===== src/rtl/gate_quiz_core.sv =====
// gate_quiz_core
//   Registered WIDTH-bit bitwise gate unit (manual path) plus a quiz
//   sequencer that walks every (op, a, b) combination, waits for an answer
//   per step with an optional timeout, and keeps a score.
//
// Ports
//   clk, rst_n            clock, asynchronous active-low reset
//   ena                   global enable; low freezes all state
//   a, b, op              manual operands and opcode
//   result                registered f(op, a, b); 0 while ena is low
//   start                 begins a quiz from IDLE or DONE
//   guess_valid, guess    answer strobe and value (accepted only in WAIT)
//   op_out, a_out, b_out  quiz step presented ({op_out, a_out, b_out} = step)
//   guess_ready           high in WAIT (and ena high)
//   correct, wrong        1-cycle feedback pulses
//   score                 count of correct answers
//   busy, done            FSM activity / quiz complete
//
// Opcodes: 0 AND, 1 OR, 2 XOR, 3 NAND, 4 NOR, 5 XNOR, 6 NOT a, 7 pass b.
module gate_quiz_core #(
  parameter int WIDTH   = 2,
  parameter int TIMEOUT = 8
) (
  input  logic                 clk,
  input  logic                 rst_n,
  input  logic                 ena,
  input  logic [WIDTH-1:0]     a,
  input  logic [WIDTH-1:0]     b,
  input  logic [2:0]           op,
  input  logic                 start,
  input  logic                 guess_valid,
  input  logic [WIDTH-1:0]     guess,
  output logic [WIDTH-1:0]     result,
  output logic [2:0]           op_out,
  output logic [WIDTH-1:0]     a_out,
  output logic [WIDTH-1:0]     b_out,
  output logic                 guess_ready,
  output logic                 correct,
  output logic                 wrong,
  output logic [2*WIDTH+3:0]   score,
  output logic                 busy,
  output logic                 done
);

  localparam int SW = 2*WIDTH + 3;
  localparam int CW = 2*WIDTH + 4;
  // At least one bit, and wide enough to hold TIMEOUT itself.
  localparam int TW = $clog2(TIMEOUT + 2);
  localparam logic [TW-1:0] TLIM = TW'(TIMEOUT);

  typedef enum logic [2:0] {
    S_IDLE,
    S_PRESENT,
    S_WAIT,
    S_FEEDBACK,
    S_DONE
  } state_t;

  function automatic logic [WIDTH-1:0] gate_f(
    input logic [2:0]       f_op,
    input logic [WIDTH-1:0] x,
    input logic [WIDTH-1:0] y
  );
    logic [WIDTH-1:0] r;
    case (f_op)
      3'd0:    r = x & y;
      3'd1:    r = x | y;
      3'd2:    r = x ^ y;
      3'd3:    r = ~(x & y);
      3'd4:    r = ~(x | y);
      3'd5:    r = ~(x ^ y);
      3'd6:    r = ~x;
      default: r = y;
    endcase
    return r;
  endfunction

  state_t           state;
  logic [SW-1:0]    step;
  logic [TW-1:0]    tcnt;
  logic [TW-1:0]    tcnt_nxt;
  logic             correct_q;
  logic             wrong_q;
  logic [WIDTH-1:0] expected;

  assign {op_out, a_out, b_out} = step;
  assign expected = gate_f(op_out, a_out, b_out);
  assign tcnt_nxt = tcnt + TW'(1);

  // Manual path, independent of the quiz FSM.
  always_ff @(posedge clk or negedge rst_n) begin
    if (!rst_n)   result <= '0;
    else if (ena) result <= gate_f(op, a, b);
    else          result <= '0;
  end

  always_ff @(posedge clk or negedge rst_n) begin
    if (!rst_n) begin
      state     <= S_IDLE;
      step      <= '0;
      score     <= '0;
      tcnt      <= '0;
      correct_q <= 1'b0;
      wrong_q   <= 1'b0;
    end else if (ena) begin
      correct_q <= 1'b0;
      wrong_q   <= 1'b0;
      case (state)
        S_IDLE, S_DONE: begin
          if (start) begin
            step  <= '0;
            score <= '0;
            state <= S_PRESENT;
          end
        end
        S_PRESENT: begin
          tcnt  <= '0;
          state <= S_WAIT;
        end
        S_WAIT: begin
          if (guess_valid) begin
            state <= S_FEEDBACK;
            if (guess == expected) begin
              correct_q <= 1'b1;
              score     <= score + CW'(1);
            end else begin
              wrong_q <= 1'b1;
            end
          end else begin
            tcnt <= tcnt_nxt;
            if (TIMEOUT != 0 && tcnt_nxt == TLIM) begin
              state   <= S_FEEDBACK;
              wrong_q <= 1'b1;
            end
          end
        end
        S_FEEDBACK: begin
          if (&step) begin
            state <= S_DONE;
          end else begin
            step  <= step + SW'(1);
            state <= S_PRESENT;
          end
        end
        default: state <= S_IDLE;
      endcase
    end
  end

  // Handshake and feedback are masked while disabled; the pulse registers
  // themselves hold with the rest of the frozen state.
  assign guess_ready = ena && (state == S_WAIT);
  assign correct     = ena && correct_q;
  assign wrong       = ena && wrong_q;
  assign busy        = (state != S_IDLE) && (state != S_DONE);
  assign done        = (state == S_DONE);

endmodule


===== config.mk =====
export PLATFORM = sky130hd
export DESIGN_NAME = gate_quiz_core
export DESIGN_NICKNAME = d
export VERILOG_FILES = /design/src/rtl/gate_quiz_core.sv
export SDC_FILE = /design/constraint.sdc
export NUM_CORES = 1
export LEC_CHECK = 0
export ABC_AREA = 1
export CORE_ASPECT_RATIO = 0.9
export CORE_MARGIN = 2
export CORE_UTILIZATION = 55
export CTS_BUF_LIST = sky130_fd_sc_hd__clkbuf_8
export CTS_CLUSTER_DIAMETER = 200
export DETAILED_ROUTE_END_ITERATION = 7
export GPL_ROUTABILITY_DRIVEN = 0
export PLACE_DENSITY = 0.83
export SYNTH_ARGS = -nofsm -noshare
export SYNTH_HDL_FRONTEND = slang
export SYNTH_SLANG_ARGS = --single-unit

===== constraint.sdc =====
create_clock -name clk -period 2.25 [get_ports clk]
set_input_delay 0.45 -clock clk [delete_from_list [all_inputs] [get_ports clk]]
set_output_delay 0.45 -clock clk [all_outputs]
set_load 0.05 [all_outputs]

==> out/qor.csv <==
metric,value,unit
status,"finished, final reports clean",
tritoncts,built,
critPathTopFamily,buffers and inverters,
num_antenna_cells,0,
vias,1957,
r2r_end,score[7]$_DFFE_PN0P_,
cap_violations,0,
initial_utilization,58.1,%
slew_viol_final,0,
synthTopCellsByArea,"dfrtp_1 (33%), nand2_1 (13%), nand3_1 (8.5%)",
worstPathRequired,1.80,ns
clk_latency,0.27,ns
r2r-start,step[1]$_DFFE_PN0P_,
fin_hold_ws,0.505,ns
p_leak,1.23,nW
drive_above_1_share,12.7,%
worstHoldStart,correct_q$_DFFE_PN0P_,
path_max_fanout,10,
grt_max_degree,27,
critPathMaxStageDelay,0.88,ns
top_layer,met4,
port_buffers,35,
skew,0.00208,ns
nNetsFinal,350,
grtUsageTotal,22.3,%
drt-vias-per-instance,5.32,
wl_met3,242,um
row_count,20,
max_freq,0.457,GHz
place_hpwl,3290,um
slowest_stage,clkdlybuf4s50_1,
die_area,4120,um2
wl_per_cell,11.4,um
cts-hold-fix-buffers,0,
die_w,67.5,um
power_density,846,nW/um2
route.detailed.drc,0,
ys_ff_latch,26,
cts_buffers,3,
dr_wl_met2,2010,um
worstPathCellList,clkdlybuf4s50_1,
timing.slew.headroom,65.6,%
num_io_pins,36,
synth_top_area_share,32.6,%
synth_edf_count,0,
critPathKind,flop to primary output,
rr_worst_depth,15,
min_to,correct_q$_DFFE_PN0P_,
period_minus_slack,2.19,ns
drtIter0Drc,92,
async_reset_ff_share,100,%
setup_tns,0,ns
synth_area_leader_cell,dfrtp_1,
clock-sinks,26,
dr.pass1.iters,4,
syn-instance-count,285,
die_h,61.1,um
drt-total-wl,4190,um
cts.repair.resized,0,
setup_violations,0,
r2r_slack,0.24,ns
ys_types,33,
worstHoldPathCells,2,
path_clk_slew,0.09,ns
irDropWorstVdd,0.000658,V
grt_pass1_vias,1695,
path_buf_inv,1,
cts.path.max_buffers,2,
end_kind,primary output,
grt_antenna_before_repair,0,
root_buffer,clkbuf_8,
wl_met1,1900,um
rsz0062_at_grt,no,
critPathArrivalTime,1.74,ns
netlist_area,1990,um2
grt_overflow,0,
area_delta_synth_final,25.2,%
start_kind,flop,
grt_pass1_wl,7090,um
min_path_type,flop to flop,
synth_warnings,0,
final_hold_viol_count,0,
post_cts_buffers,0,
tightest_slew,0.514,ns
syn-mean-instance-area,6.99,um2
syn_nets,310,
cts_htree_levels,1,
yosysSeqAreaShare,32.6,%
post-route-period-util,97.3,%
ant_nets,0,
ys.flop_type,dfrtp_1,
coreArea,3430,um2
[cells in the mapped netlist (2+ instances only)]
library cell	number
nand2_1	68
inv_1	43
nand3_1	34
dfrtp_1	26
nor2_1	19
o21ai_0	12
ha_1	11
a21oi_1	9
inv_2	7
nor2_2	6
nor3_1	6
o21ai_1	5
nand2_2	4
nand4_1	4
a31oi_1	3
nand2_4	3
a32o_1	2
buf_4	2
inv_4	2
nor3_2	2
nor3_4	2
o21ai_2	2
o22ai_1	2
xnor2_1	2
[cells by family (layout without fill, tap and decap cells)]
| family | count (synthesis) | count (layout) | synth area share (%) |
|---|---|---|---|
| and+or+nand+nor | 153 | 153 | 37.4 |
| adders and majority gates | 11 | 11 | 6.91 |
| xor gates and xnor gates | 3 | 3 | 1.32 |
| DFF | 26 | 26 | 32.6 |
| AOI/OAI and AO/OA | 37 | 37 | 10.7 |
| buffers and inverters | 55 | 94 | 11.0 |
[report_power, final]
group	switching, mW	internal (mW)
clock network	0.156	0.238
registers	0.0960	0.545
logic	0.714	0.362
total	0.966	1.15
[area by class of cell]
type | instances | area, um2
Multi-Input combinational cell | 204 | 1120
Fill cell | 272 | 933
Sequential cell | 26 | 651
Timing Repair Buffer | 37 | 390
Inverter | 53 | 204
Tap cell | 44 | 55.1
Clock buffer | 3 | 41.3
Clock inverter | 1 | 30.0
[registers in the layout, summed over array words and instances, names as in the netlist]
signal     cells
score          8
tcnt           4
correct_q      1
state          3
result         2
wrong_q        1
step           7
[layout by cell type (no fill, tap or decap), types with 2 or more instances in the layout]
cell,instances
a21oi_1,9
a31oi_1,3
a32o_1,2
buf_12,3
buf_4,4
clkbuf_8,3
clkdlybuf4s50_1,30
dfrtp_1,26
ha_1,11
inv_1,43
inv_2,7
inv_4,2
nand2_1,68
nand2_2,4
nand2_4,3
nand3_1,34
nand4_1,4
nor2_1,19
nor2_2,6
nor3_1,6
nor3_2,2
nor3_4,2
o21ai_0,12
o21ai_1,5
o21ai_2,2
o22ai_1,2
xnor2_1,2
[per-layer routing]
metal / vias to the layer above / track usage (%)
li1: 1006 / -
met1: 901 / 29.8
met2: 46 / 37.9
met3: 4 / 4.39
met4: 0 / 4.96
met5: - / 0
[through the flow]
stage | cells | util, % | worst slack (ns) | power (mW) | cell area (um2)
after floorplan | 285 | - | 0.128 | 1.42 | 1990
after global placement | 364 | 70.7 | 0.315 | 1.70 | 2420
after detailed placement | 364 | 70.7 | 0.272 | 1.72 | 2420
after CTS | 368 | 72.8 | 0.0588 | 2.12 | 2490
after global routing | 368 | 72.8 | 0.0208 | 2.25 | 2490
final | 368 | 72.8 | 0.0607 | 2.11 | 2490
[worst max-delay path by stage]
| stage | endpoint | from | cells past startpoint |
|---|---|---|---|
| 6_report | op_out[1] | step[5]$_DFFE_PN0P_ | 1 |
| 5_1_grt | op_out[1] | step[5]$_DFFE_PN0P_ | 1 |
| 4_1_cts | op_out[1] | step[5]$_DFFE_PN0P_ | 1 |
| 3_5_place_dp | score[7]$_DFFE_PN0P_ | step[1]$_DFFE_PN0P_ | 15 |
| 3_3_place_gp | guess_ready | ena | 4 |
| 2_1_floorplan | score[2]$_DFFE_PN0P_ | step[3]$_DFFE_PN0P_ | 15 |
[tightest hold or removal path: cells and delay by family (launching register included)]
family	cells	cell delay, ns
DFF	1	0.36
and+or+nand+nor	2	0.12
(Power assumes the default switching activity.)
